## config.mk

```make
export PLATFORM = sky130hd
export DESIGN_NAME = uart_bram_loader
export DESIGN_NICKNAME = d
export VERILOG_FILES = /design/src/rtl/uart_bram_loader.sv
export SDC_FILE = /design/constraint.sdc
export NUM_CORES = 1
export LEC_CHECK = 0
export ABC_CLOCK_PERIOD_IN_PS = 2750
export BUFFER_PORTS_ARGS = -buffer_cell sky130_fd_sc_hd__buf_4
export CAP_MARGIN = 15
export CORE_ASPECT_RATIO = 0.75
export CORE_MARGIN = 3
export CORE_UTILIZATION = 46
export CTS_CLUSTER_SIZE = 25
export DETAILED_ROUTE_END_ITERATION = 10
export PLACE_DENSITY = 0.64
export RECOVER_POWER = 25
export SYNTH_ARGS = -nofsm -noshare
export SYNTH_HDL_FRONTEND = slang
export SYNTH_SLANG_ARGS = --single-unit
export TNS_END_PERCENT = 50
```

## constraint.sdc

```tcl
create_clock -name clk_in -period 2.75 [get_ports clk_in]
set_input_delay 0.1375 -clock clk_in [delete_from_list [all_inputs] [get_ports clk_in]]
set_output_delay 0.1375 -clock clk_in [all_outputs]
set_load 0.01 [all_outputs]
```

## src/rtl/uart_bram_loader.sv

```systemverilog
// UART (8N1) receiver that packs bytes into BRAM_WIDTH-bit words and writes a frame sequentially into a BRAM.
// Optional trailing checksum byte verification is enabled with `define LOADER_CHECKSUM_EN.
module uart_bram_loader #(
    parameter int BRAM_WIDTH = 48,
    parameter int BRAM_DEPTH = 12800,
    parameter int BAUD_RATE  = 3000000,
    parameter int CLK_FREQ   = 100000000
) (
    input  logic                                                 clk_in,
    input  logic                                                 rst_in,
    input  logic                                                 uart_rxd,
    input  logic                                                 load_start_in,
    output logic [((BRAM_DEPTH > 1) ? $clog2(BRAM_DEPTH) : 1)-1:0] addr_out,
    output logic [BRAM_WIDTH-1:0]                                data_out,
    output logic                                                 we_out,
    output logic                                                 busy_out,
    output logic                                                 done_out,
    output logic                                                 frame_err_out,
    output logic                                                 checksum_ok_out
);

    localparam int ADDR_W         = (BRAM_DEPTH > 1) ? $clog2(BRAM_DEPTH) : 1;
    localparam int BYTES_PER_WORD = BRAM_WIDTH / 8;
    localparam int BIDX_W         = (BYTES_PER_WORD > 1) ? $clog2(BYTES_PER_WORD) : 1;
    localparam int CLKS_PER_BIT   = CLK_FREQ / BAUD_RATE;
    localparam int CNT_W          = (CLKS_PER_BIT > 1) ? $clog2(CLKS_PER_BIT) : 1;
    localparam int HALF_BIT       = CLKS_PER_BIT / 2;

    typedef enum logic [2:0] {RX_IDLE, RX_START, RX_DATA, RX_STOP, RX_WAIT_HIGH} rx_state_t;
    typedef enum logic [1:0] {L_IDLE, L_LOAD, L_CHECK, L_DONE} ld_state_t;

    logic             rx_meta_q, rx_sync_q;
    rx_state_t        rx_state_q, rx_state_d;
    logic [CNT_W-1:0] clk_cnt_q, clk_cnt_d;
    logic [2:0]       bit_idx_q, bit_idx_d;
    logic [7:0]       shift_q, shift_d;
    logic             byte_valid_q, byte_valid_d;
    logic             byte_ferr_q, byte_ferr_d;

    ld_state_t             state_q, state_d;
    logic [ADDR_W-1:0]     word_idx_q, word_idx_d;
    logic [BIDX_W-1:0]     byte_idx_q, byte_idx_d;
    logic [BRAM_WIDTH-1:0] word_q, word_d;
    logic [ADDR_W-1:0]     addr_q, addr_d;
    logic [BRAM_WIDTH-1:0] data_q, data_d;
    logic                  we_q, we_d;
    logic                  busy_q, busy_d;
    logic                  done_q, done_d;
    logic                  ferr_q, ferr_d;
`ifdef LOADER_CHECKSUM_EN
    logic [7:0]            sum_q, sum_d;
    logic                  ok_q, ok_d;
`endif

    // Receiver: a low line while idle is a falling edge, since we only return to idle once the line is high.
    always_comb begin
        // NOTE: every combinational output gets a default first so no path can infer a latch.
        rx_state_d   = rx_state_q;
        clk_cnt_d    = clk_cnt_q;
        bit_idx_d    = bit_idx_q;
        shift_d      = shift_q;
        byte_valid_d = 1'b0;
        byte_ferr_d  = 1'b0;
        unique case (rx_state_q)
            RX_IDLE: begin
                clk_cnt_d = '0;
                if (!rx_sync_q) rx_state_d = RX_START;
            end
            RX_START: begin
                if (clk_cnt_q == CNT_W'(HALF_BIT - 1)) begin
                    clk_cnt_d  = '0;
                    bit_idx_d  = '0;
                    rx_state_d = rx_sync_q ? RX_IDLE : RX_DATA;
                end else begin
                    clk_cnt_d = clk_cnt_q + 1'b1;
                end
            end
            RX_DATA: begin
                if (clk_cnt_q == CNT_W'(CLKS_PER_BIT - 1)) begin
                    clk_cnt_d = '0;
                    shift_d   = {rx_sync_q, shift_q[7:1]};
                    bit_idx_d = bit_idx_q + 3'd1;
                    if (bit_idx_q == 3'd7) rx_state_d = RX_STOP;
                end else begin
                    clk_cnt_d = clk_cnt_q + 1'b1;
                end
            end
            RX_STOP: begin
                if (clk_cnt_q == CNT_W'(CLKS_PER_BIT - 1)) begin
                    clk_cnt_d    = '0;
                    byte_valid_d = rx_sync_q;
                    byte_ferr_d  = !rx_sync_q;
                    rx_state_d   = RX_WAIT_HIGH;
                end else begin
                    clk_cnt_d = clk_cnt_q + 1'b1;
                end
            end
            RX_WAIT_HIGH: if (rx_sync_q) rx_state_d = RX_IDLE;
            default:      rx_state_d = RX_IDLE;
        endcase
    end

    always_comb begin
        state_d    = state_q;
        word_idx_d = word_idx_q;
        byte_idx_d = byte_idx_q;
        word_d     = word_q;
        addr_d     = addr_q;
        data_d     = data_q;
        we_d       = 1'b0;
        busy_d     = busy_q;
        done_d     = 1'b0;
        ferr_d     = ferr_q;
`ifdef LOADER_CHECKSUM_EN
        sum_d      = sum_q;
        ok_d       = ok_q;
`endif
        if (load_start_in) begin
            state_d    = L_LOAD;
            busy_d     = 1'b1;
            word_idx_d = '0;
            byte_idx_d = '0;
            word_d     = '0;
            ferr_d     = 1'b0;
`ifdef LOADER_CHECKSUM_EN
            sum_d      = '0;
            ok_d       = 1'b0;
`endif
        end else begin
            unique case (state_q)
                L_IDLE: ;
                L_LOAD: begin
                    if (byte_ferr_q) ferr_d = 1'b1;
                    if (byte_valid_q) begin
                        word_d[byte_idx_q*8 +: 8] = shift_q;
`ifdef LOADER_CHECKSUM_EN
                        sum_d = sum_q + shift_q;
`endif
                        if (byte_idx_q == BIDX_W'(BYTES_PER_WORD - 1)) begin
                            byte_idx_d = '0;
                            we_d       = 1'b1;
                            addr_d     = word_idx_q;
                            data_d     = word_d;
                            if (word_idx_q == ADDR_W'(BRAM_DEPTH - 1)) begin
`ifdef LOADER_CHECKSUM_EN
                                state_d = L_CHECK;
`else
                                state_d = L_DONE;
`endif
                            end else begin
                                word_idx_d = word_idx_q + 1'b1;
                            end
                        end else begin
                            byte_idx_d = byte_idx_q + 1'b1;
                        end
                    end
                end
`ifdef LOADER_CHECKSUM_EN
                L_CHECK: begin
                    // A corrupted checksum byte can never vouch for the frame.
                    if (byte_ferr_q) begin
                        ferr_d  = 1'b1;
                        ok_d    = 1'b0;
                        state_d = L_DONE;
                    end else if (byte_valid_q) begin
                        ok_d    = (shift_q == sum_q);
                        state_d = L_DONE;
                    end
                end
`endif
                L_DONE: begin
                    done_d  = 1'b1;
                    busy_d  = 1'b0;
                    state_d = L_IDLE;
                end
                default: state_d = L_IDLE;
            endcase
        end
    end

    // NOTE: reset is synchronous and active-low, so it is tested inside the clocked block only.
    always_ff @(posedge clk_in) begin
        if (!rst_in) begin
            rx_meta_q    <= 1'b1;
            rx_sync_q    <= 1'b1;
            rx_state_q   <= RX_IDLE;
            clk_cnt_q    <= '0;
            bit_idx_q    <= '0;
            shift_q      <= '0;
            byte_valid_q <= 1'b0;
            byte_ferr_q  <= 1'b0;
            state_q      <= L_IDLE;
            word_idx_q   <= '0;
            byte_idx_q   <= '0;
            word_q       <= '0;
            addr_q       <= '0;
            data_q       <= '0;
            we_q         <= 1'b0;
            busy_q       <= 1'b0;
            done_q       <= 1'b0;
            ferr_q       <= 1'b0;
`ifdef LOADER_CHECKSUM_EN
            sum_q        <= '0;
            ok_q         <= 1'b0;
`endif
        end else begin
            // NOTE: non-blocking assignments keep every flop updating from the same pre-edge values.
            rx_meta_q    <= uart_rxd;
            rx_sync_q    <= rx_meta_q;
            rx_state_q   <= rx_state_d;
            clk_cnt_q    <= clk_cnt_d;
            bit_idx_q    <= bit_idx_d;
            shift_q      <= shift_d;
            byte_valid_q <= byte_valid_d;
            byte_ferr_q  <= byte_ferr_d;
            state_q      <= state_d;
            word_idx_q   <= word_idx_d;
            byte_idx_q   <= byte_idx_d;
            word_q       <= word_d;
            addr_q       <= addr_d;
            data_q       <= data_d;
            we_q         <= we_d;
            busy_q       <= busy_d;
            done_q       <= done_d;
            ferr_q       <= ferr_d;
`ifdef LOADER_CHECKSUM_EN
            sum_q        <= sum_d;
            ok_q         <= ok_d;
`endif
        end
    end

    assign addr_out      = addr_q;
    assign data_out      = data_q;
    assign we_out        = we_q;
    assign busy_out      = busy_q;
    assign done_out      = done_q;
    assign frame_err_out = ferr_q;
`ifdef LOADER_CHECKSUM_EN
    assign checksum_ok_out = ok_q;
`else
    assign checksum_ok_out = 1'b0;
`endif

endmodule
```

; ---- Yosys cells after proc, flatten, opt, wreduce, memory -nomap -nowiden
; Index checks and enable logic that the tools add are counted.
[totals]
ram_bits = 0
latchBits = 0
n_memories = 0
register_bits = 157
word_cells = 100
in_bits = 4
mem_bits_ro = 0
[op_classes]
n_eq_ne = 24
n_mux = 25
n_mul = 0
shift = 2
add_sub_neg = 5
magnitude_cmp = 0
n_bitwise = 6
n_reduce_logical = 19
div_mod_pow = 0
[op_table]
columns = op, n
row1 = $bwmux W48, 1
row2 = $shift A8 B34 Y48 const A, 1
row3 = $shiftx A8 B34 Y48, 1
row4 = $neg A6 Y34, 1
row5 = $mux W3, 9
row6 = $ne A2 B2 Y1 const B, 10
row7 = $pmux W6 S3, 1
row8 = $reduce_and A4 Y1, 4
row9 = $pmux W3 S5, 1
row10 = $add A14 B1 Y14 const B, 1
row11 = $eq A14 B14 Y1 const B, 1
row12 = $mux W6, 2
row13 = $eq A3 B3 Y1 const B, 3
row14 = $ne A3 B3 Y1 const B, 3
row15 = $mux W2, 4
row16 = $add A3 B1 Y3 const B, 2
row17 = $add A6 B1 Y6 const B, 1
row18 = $eq A3 B2 Y1 const B, 2
row19 = $eq A6 B4 Y1 const B, 1
row20 = $eq A6 B6 Y1 const B, 1
row21 = $not A1 Y1, 6
row22 = $pmux W3 S2, 1
row23 = $reduce_and A2 Y1, 3
row24 = $reduce_and A3 Y1, 2
row25 = 13 further kinds, 19

; ---- Depth between registers and ports, before layout
; Gate-level depths: netlist of run 1.
[logic_depth]
word_depth = 6
mapped_depth = 12
depth_no_buf = 7

; ---- Least setup slack after synthesis of run 1
; OpenSTA, ideal clock, no wires.
[synth_timing]
path_type = reg-to-reg
startpoint = register byte_idx_q[0]
endpoint = register word_q[12]
stages_incl_launch_ff = 13
t_required_ns = 2.618
setup_time_ns = 0.132
path_slack_ns = 0.305
arrival_ns = 2.312
path_cell_list = dfxtp_1 buf_2 buf_2 inv_1 ha_1 ha_1 clkbuf_2 o311ai_1 buf_4 or2_2 buf_2 nand2_1 a21oi_1
[synth_via]
elab_chain_cells = 3
elab_cells_between_ends = 4
[synth_lines]
columns = item, line
row1 = start: declaration, 42  ; logic [BIDX_W-1:0] byte_idx_q, byte_idx_d;
row2 = start signal: assignment, 218  ; byte_idx_q <= byte_idx_d;
row3 = $neg A6 Y34 *, 135  ; word_d[byte_idx_q*8 +: 8] = shift_q;
row4 = $shiftx A8 B34 Y48 / $shift A8 B34 Y48 (equally long branches), 135
row5 = $bwmux W48 *, 135
row6 = end signal: assignment, 219  ; word_q <= word_d;
row7 = end: declaration, 43  ; logic [BRAM_WIDTH-1:0] word_q, word_d;
; Mark *: on every way between the ends. The rest lies on a longest branch, timed or not.
; A chain may end at the register's enable or synchronous reset.

; ---- Final worst setup path of run 1
[layout_timing]
startpoint = register byte_idx_q[1]
endpoint = register word_q[23]
; The elaborated chain is that of the path after synthesis.

==> results of run 1 <==
[final timing paths]
| path | slack, ns | endpoint | cells after the start | start |
|---|---|---|---|---|
| max | 0.27 | word_q[23] | 7 | byte_idx_q[1] |
| min | 0.07 | rx_meta_q | 2 | rst_in |
| max reg2reg | 0.27 | word_q[23] | 7 | byte_idx_q[1] |
| min reg2reg | 0.41 | rx_sync_q | 1 | rx_meta_q |
[per-stage QoR]
stage	power (W)	area (µm²)	utilization [%]	setup WS [ns]	hold WS, ns
4_1_cts	0.00469	7890	56.5	0.108	0.0511
6_report	0.00466	7710	55.2	0.266	0.0669
3_3_place_gp	0.00240	7300	52.2	0.312	0.321
5_1_grt	0.00480	7710	55.2	0.138	0.0904
2_1_floorplan	0.00238	6710	-	0.305	0.239
3_5_place_dp	0.00240	7300	52.2	0.134	0.332
[cells in the final DEF (no fill, tap or decap), types with 4 or more instances in the layout]
cell,count
nand3_1,18
buf_4,27
and2_1,10
o21ai_0,82
and3_1,11
dfxtp_1,156
a22oi_1,14
nor3b_1,4
a21oi_1,92
ha_1,12
inv_1,11
nand2_1,64
mux2i_1,59
nor3_1,9
a31oi_1,4
or3_1,4
nor2b_1,16
clkbuf_16,17
nand2b_1,5
a21boi_0,13
nand4_1,6
clkbuf_1,53
nor2_1,47
[power by group]
| group | internal [W] | switching, W | total (W) | leakage (nW) |
|---|---|---|---|---|
| Sequential | 0.00228 | 0.00000522 | 0.00228 | 1.27 |
| Clock | 0.00138 | 0.000928 | 0.00231 | 0.279 |
| Combinational | 0.0000226 | 0.0000473 | 0.0000699 | 1.39 |
| Total | 0.00368 | 0.000980 | 0.00466 | 2.93 |
[cell families (layout without fill, tap and decap cells)]
logic type               count (synthesis)  in the layout  synth area share, %
AND/OR/NAND/NOR                        218            218                 17.5
adder cells (fa/ha/maj)                 12             12                 2.24
multiplexers                            59             59                 8.80
XOR/XNOR                                 4              4                0.522
other                                    1              1               0.0559
buffers and inverters                   67            123                 4.44
flip-flops                             157            157                 46.8
AO/OA/AOI/OAI                          228            228                 19.6
[area by class of cell]
cell class	count	area (µm²)
fill	1312	6270
clock buffer	21	460
clock inverter	10	116
inverter	11	41.3
sequential	157	3140
timing repair buffer	81	422
tap	195	244
multi-input combinational	522	3280
[layer usage]
| layer | routed length (µm) | vias up |
|---|---|---|
| met5 | 0 | - |
| met4 | 222 | 0 |
| met3 | 752 | 24 |
| met2 | 6880 | 136 |
| met1 | 7780 | 2613 |
| li1 | - | 2738 |
[flip-flops by register name (all words and copies together), names as in the netlist]
register,cells
rx_sync_q,1
frame_err_out,1
we_out,1
byte_idx_q,3
state_q,2
done_out,1
bit_idx_q,3
word_q,48
data_out,48
clk_cnt_q,6
rx_meta_q,1
byte_ferr_q,1
shift_q,8
rx_state_q,3
word_idx_q,14
busy_out,1
addr_out,14
byte_valid_q,1
[worst max-delay path: cells and delay by family (launching register included)]
| family | cells | cell delay [ns] |
|---|---|---|
| compound gates | 3 | 0.63 |
| fa+ha+maj | 2 | 0.73 |
| buf+inv | 1 | 0.12 |
| flops | 1 | 0.44 |
| simple gates | 1 | 0.50 |
[timing repair]
| item | in CTS | in global routing |
|---|---|---|
| hold buffers | 2 | 0 |
| hold endpoints to repair | 2 | 0 |
| endpoints found under the setup margin | 0 | 17 |
| resized for setup | 0 | 3 |
==> impl_metrics.ini, run 1 <==
[setup_path]
cp_cell_sequence = inv_1, ha_1, ha_1, o311ai_4, nor4b_4, a22oi_1, a21oi_1
crit_required_ns = 3.10
cp_common_cell = ha_1
cp_slowest_cell = ha_1
criticalPathCategory = reg -> reg
worstPathArrival_ns = 2.84
cp-start-kind = flop
critPathCaptureType = flop
cp_slowest_stage_delay_ns = 0.51
crit_path_max_fanout = 9

[sta]
fin_crit_ns = 2.48
slew_viol_final = 0
max_slew.worst_pin.slew_ns = 0.699
setup_viol = 0
hold_viol = 0
relSlewSlack_pct = 53.3
clock_skew_ns = 0.0123
finalSetupTns_ns = 0
period_share_pct = 90.3
clock.fmax_mhz = 403
grt_setup_unrepaired = no

[logic_synthesis]
post-synth-top-count-cell = dfxtp_1
ys.flop_type = dfxtp_1
yosysTopAreaCell = dfxtp_1
synth_common_cells = dfxtp_1, a21oi_1, o21ai_0
synth_cells = 746
synth_area_leaders = dfxtp_1, mux2i_1, a21oi_1
synth_seq_area_share_pct = 46.8
ys_async_sr_fraction_pct = 0
yosysWarnings = 0
avgSynthCellArea_um2 = 8.99
mappedNetlistNets = 762
synthDominantCellAreaShare_pct = 46.8
yosys_register_bits = 157
yosysUniqueCellTypes = 61
netlist_area_um2 = 6710
synth-edff-count = 0

[global_route]
grt_max_degree = 71
grt_pass1_vias = 5367
use_met1_pct = 27.2
grt-ovfl-total = 0
top_usage_layer = met2
grt_pass1_wl_mm = 26.3
grt_util_all_layers_pct = 19.5
use_met2_pct = 29.6
grt_use_met3_pct = 4.02
antenna_found_initial = 0

[clock_tree]
cts_buffer_depth = 2
clkLatencyLatePin_ns = 0.42
cts_sinks = 157
tritoncts = yes
postCtsSetupRepairBufs = 0
htree_num_levels = 4
path_clk_slew_ns = 0.06
ctsRootBufferMaster = clkbuf_16
cts_buffers = 17

[drt]
vias = 5511
firstDrtPassIters = 5
drc = 0
drt-initial-drc-count = 411
viasPerCell = 5.53
wl_per_cell_um = 15.7
ant_nets = 0
wl_mm = 15.6

[floorplan]
rows = 37
initial_utilization_pct = 48.0
fp.dieW_um = 145
dieArea_um2 = 16100
num_io_pins = 71
core_area_um2 = 14000
die_y_um = 111

[final_layout]
fin_nets = 806
syn2layout_area_growth_pct = 14.9
num_antenna_cells = 0
fin_cells = 997
drive_gt1_share_pct = 9.35

[placement]
io_buffers = 69
dp_hpwl_mm = 10.4
placedCellCount = 964
place.gp.congestion = 0.862

[job]
cap_violations = 0

[power_and_ir_drop]
p_leak_nw = 2.93
p_per_area_nw_per_um2 = 604
vdd_drop_max_v = 0.000448

[run_status]
outcome = complete, no violations

[hold_path]
hold_path.class = in -> reg
Note: power is estimated with default switching activity, not from simulation.
==> run 2, diff against run 1 <==
Settings changed: CORE_MARGIN 3 to unset, CORE_UTILIZATION 46 to 58, PLACE_DENSITY 0.64 to 0.78.
==> run 2 against run 1 <==
- the flow now finishes with violations (capacitance limit, slew limit)
- sequential share of layout area rose by 0.34 points
- sequential power barely moved
- clock power is 2% higher
- highest routed layer unchanged
- flip-flop and latch count is the same
- power up 0.93%
- largest cell class unchanged
- setup slack got worse by 0.098 ns
==> impl_metrics.ini, run 2 (synthesized netlist as in run 1, its figures left out) <==
[run_status]
outcome = finished, violations left
violations = capacitance limit, slew limit

[floorplan]
num_io_pins = 71
initial_utilization_pct = 60.4
core_area_um2 = 11100
dieArea_um2 = 12000
die_y_um = 95.2
fp.dieW_um = 126
rows = 33

[setup_path]
crit_required_ns = 3.09
cp-start-kind = flop
reg2reg_setup_slack_ns = 0.17
crit_path_max_fanout = 9
critPathCaptureType = flop
criticalPathCategory = reg -> reg
worstPathArrival_ns = 2.92

[drt]
firstDrtPassIters = 5
ant_nets = 0
drt-initial-drc-count = 405
vias = 5632
wl_mm = 15.7
viasPerCell = 5.99
wl_per_cell_um = 16.7
drc = 0

[clock_tree]
cts_buffers = 17
htree_num_levels = 4
ctsRootBufferMaster = clkbuf_16
clkLatencyLatePin_ns = 0.42
postCtsSetupRepairBufs = 0
cts_buffer_depth = 2
path_clk_slew_ns = 0.06
cts_sinks = 157
tritoncts = yes

[global_route]
grt_pass1_vias = 5214
grt_util_all_layers_pct = 27.2
grt-ovfl-total = 0
grt_pass1_wl_mm = 25.9
grt_max_degree = 90
antenna_found_initial = 0

[sta]
fin_crit_ns = 2.58
grt_setup_unrepaired = no
period_share_pct = 93.9
hold_viol = 0
setup_viol = 0
clock.fmax_mhz = 387
holdWs_ns = 0.0101
slew_viol_final = 90
relSlewSlack_pct = -1.13
max_slew.worst_pin.slew_ns = 1.52
clock_skew_ns = 0.00783
finalSetupTns_ns = 0

[final_layout]
mostFrequentLayoutCells = dfxtp_1, a21oi_1, o21ai_0, nand2_1, mux2i_1
drive_gt1_share_pct = 9.36
syn2layout_area_growth_pct = 13.9
mostFrequentLayoutCell = dfxtp_1
num_antenna_cells = 0
fin_nets = 805

[hold_path]
hold_path.class = in -> reg

[power_and_ir_drop]
p_per_area_nw_per_um2 = 615
p_comb_share_pct = 1.5
switchingPower_w = 0.000974
p_leak_nw = 2.94
netSwitchingFraction_pct = 20.7
clkPwrFrac_pct = 50.0
p_total_w = 0.00470
p_int_w = 0.00373
vdd_drop_max_v = 0.000488
power_frac_seq_pct = 48.6

[placement]
io_buffers = 69
dp_hpwl_mm = 10.2
place.gp.congestion = 0.843

[job]
cap_violations = 1
[run 2: changes by cell type in the layout (fill, tap and decap cells not counted), sizes merged]
cell	change
clkinv	-1
buf	-1
inv	+1
clkinvlp	-1
clkbuf	+2
dlygate4sd3	-1
[run 2: power by group through the flow]
stage | clock network, W | logic [W] | registers (W)
after floorplan | 0 | 0.0000506 | 0.00233
after global placement | 0 | 0.0000643 | 0.00233
after detailed placement | 0 | 0.0000676 | 0.00233
after CTS | 0.00236 | 0.0000692 | 0.00228
after global routing | 0.00246 | 0.0000754 | 0.00228
final | 0.00235 | 0.0000690 | 0.00228
[run 2: final cells by class]
type	count	area [µm²]
Clock buffer	22	484
Sequential cell	157	3140
Clock inverter	9	109
Fill cell	883	3460
Inverter	11	41.3
Tap cell	140	175
Timing Repair Buffer	80	409
Multi-Input combinational cell	522	3280
[run 2: worst paths after layout]
| path | cells after the start | from | endpoint |
|---|---|---|---|
| setup / recovery | 7 | byte_idx_q[1] | data_out[21] |
| setup reg to reg | 7 | byte_idx_q[1] | data_out[21] |
| hold / removal | 2 | load_start_in | state_q[0] |
| hold reg to reg | 2 | addr_out[1] | addr_out[1] |
[run 2: metrics by stage]
stage	worst slack, ns	cells	instance area [µm²]	utilization (%)
detailed placement	0.123	909	7230	65.1
global placement	0.330	909	7230	65.1
CTS	0.118	941	7830	70.5
finish	0.168	941	7640	68.8
floorplan	0.305	746	6710	-
global route	0.0588	941	7640	68.8
[run 2: critical path, cell delays in order (launching register included)]
cell and delay [ns]:
dfxtp_1 0.55, inv_1 0.15, ha_1 0.24, ha_2 0.46, o311ai_4 0.23, nor4b_4 0.49
a22oi_1 0.16, a21oi_1 0.20
[run 2: layer usage]
metal / share of wire (%) / up-vias / GRT usage, % / wire [µm]
met1: 46 / 2706 / 35.9 / 7300
li1: - / 2739 / - / -
met5: 0 / - / 0 / 0
met3: 5.5 / 18 / 5.27 / 859
met2: 47 / 169 / 45.3 / 7390
met4: 1.2 / 0 / 8.53 / 183
[run 2: what timing repair did]
item / CTS / global route
setup endpoints to repair: 0 / 18
hold buffers: 1 / 0
gates resized for setup: 0 / 2
endpoints found under the hold margin: 1 / 0
==> run 3, diff against run 2 <==
Settings changed: BUFFER_PORTS_ARGS -buffer_cell sky130_fd_sc_hd__buf_4 to unset, CORE_UTILIZATION 58 to 60, DONT_BUFFER_PORTS set to 1, PLACE_DENSITY 0.78 to 0.75.
==> run 3 against run 2 <==
- the run now ends clean
- clock skew up 0.00089 ns
- clock-buffer cell count down 1
- global-route usage up 0.38 points
- worst hold slack better by 0.0048 ns
- fmax up 0.75%
- wire length down 2.8%
- clock power down 6%
- register-to-register slack better by 0.02 ns
- via count down 4.3%
- power down 2.9%
- first-iteration DRC count down 12%
- highest routed layer unchanged
==> impl_metrics.ini, run 3 (synthesized netlist as in run 1, its figures left out) <==
[run_status]
outcome = complete, no violations

[drt]
vias = 5391
drc = 0
viasPerCell = 6.15
firstDrtPassIters = 5
drt-initial-drc-count = 355
wl_per_cell_um = 17.4
ant_nets = 0
wl_mm = 15.3

[final_layout]
seqCellArea_um2 = 3140
syn2layout_area_growth_pct = 9.25
multi_input_area_um2 = 3280
utilization_pct = 67.3
fillers = 872
drive_gt1_share_pct = 8.28
fin_nets = 740
num_antenna_cells = 0
mostFrequentLayoutCells = dfxtp_1, a21oi_1, o21ai_0, nand2_1, mux2i_1
mostFrequentLayoutCell = dfxtp_1

[sta]
setup_viol = 0
clock_skew_ns = 0.00871
fin_crit_ns = 2.56
period_share_pct = 93.2
hold_viol = 0
clock.fmax_mhz = 390
grt_setup_unrepaired = no
max_slew.worst_pin.slew_ns = 1.42
relSlewSlack_pct = 5.01
slew_viol_final = 0
finalSetupTns_ns = 0
worst_slack_ns = 0.188

[hold_path]
hold_path.class = in -> reg
hold_depth = 3
hp-start = rst_in
min_to = word_idx_q[2]

[power_and_ir_drop]
p_per_area_nw_per_um2 = 623
p_int_w = 0.00361
vdd_drop_max_v = 0.000586
clkPwrFrac_pct = 48.6
netSwitchingFraction_pct = 21.0
p_comb_share_pct = 1.4
p_total_w = 0.00457
p_leak_nw = 2.78
power_frac_seq_pct = 50.0
switchingPower_w = 0.000961

[floorplan]
core_area_um2 = 10900
initial_utilization_pct = 61.6
num_io_pins = 71
rows = 33
die_y_um = 93.6
dieArea_um2 = 11600
fp.dieW_um = 124

[global_route]
grt_pass1_wl_mm = 24.6
antenna_found_initial = 0
grt_pass1_vias = 5036
grt_util_all_layers_pct = 27.6
grt-ovfl-total = 0
grt_max_degree = 85

[setup_path]
critPathCaptureType = flop
reg2reg_setup_slack_ns = 0.19
cp-start-kind = flop
r2r-start = byte_idx_q[1]
cp_slowest_stage_delay_ns = 0.53
critical_path.top_delay_family = adder cells
rr_worst_depth = 8
cp_cell_sequence = inv_1, ha_1, ha_1, o311ai_1, buf_2, or2_2, nand2_1, a21oi_1
criticalPathCategory = reg -> reg
cp_common_cell = ha_1
path_buf_inv = 2
cp_slowest_cell = dfxtp_1
crit_required_ns = 3.04
r2r_end = word_q[12]
crit_path_max_fanout = 9
worstPathArrival_ns = 2.85

[placement]
place.gp.congestion = 0.868
dp_hpwl_mm = 9.95
io_buffers = 0
dp_slack_ns = 0.0971

[job]
cap_violations = 0

[clock_tree]
ctsRootBufferMaster = clkbuf_16
cts_sinks = 157
htree_num_levels = 4
path_clk_slew_ns = 0.06
clkLatencyLatePin_ns = 0.42
cts_buffer_depth = 2
postCtsSetupRepairBufs = 0
tritoncts = yes
cts_buffers = 17
-- run 3: power by group through the flow --
stage                     clock [W]  combinational [W]  sequential (W)
after floorplan                   0          0.0000506         0.00233
after global placement            0          0.0000419         0.00233
after detailed placement          0          0.0000432         0.00234
after CTS                   0.00224          0.0000668         0.00228
after global routing        0.00234          0.0000707         0.00228
final                       0.00222          0.0000648         0.00228
-- run 3: stage by stage --
stage          cells  area [µm²]  hold slack, ns
3_3_place_gp     841        6730           0.222
5_1_grt          877        7330          0.0209
4_1_cts          876        7340          0.0122
6_report         877        7330          0.0149
3_5_place_dp     841        6730           0.223
2_1_floorplan    746        6710           0.239
-- run 3: tightest hold or removal path, delay by kind of cell --
family	cells	cell delay, ns
and+or+nand+nor	3	0.25
-- run 3: layout make-up --
| cell class | count | share of cell area, % |
|---|---|---|
| inverter | 11 | 0.563 |
| clock buffer | 21 | 6.42 |
| tap | 140 | 2.39 |
| clock inverter | 11 | 1.26 |
| multi-input combinational | 522 | 44.8 |
| sequential | 157 | 42.9 |
| timing repair buffer | 15 | 1.71 |
-- run 3: how the worst max path moves through the flow --
stage	start	end	slack [ns]	cells past startpoint
after floorplan	byte_idx_q[0]	word_q[12]	0.31	12
after global placement	byte_idx_q[1]	word_q[35]	0.31	6
after detailed placement	byte_idx_q[1]	word_q[8]	0.1	7
after CTS	byte_idx_q[1]	word_q[8]	0.09	7
after global routing	byte_idx_q[1]	word_q[22]	0.001	7
final	byte_idx_q[1]	word_q[12]	0.19	8
-- run 3: routing by layer --
metal	part of all wire [%]	global-route usage [%]
met3	6.6	7.44
met2	46	42.2
met1	46	37.5
met5	0	0
met4	1.2	8.83
-- run 3: repair_timing --
action                                  4_1_cts  5_1_grt
hold buffers                                  3        0
endpoints found under the setup margin        0       11
resized for setup                             0        2
hold endpoints to repair                     86        0
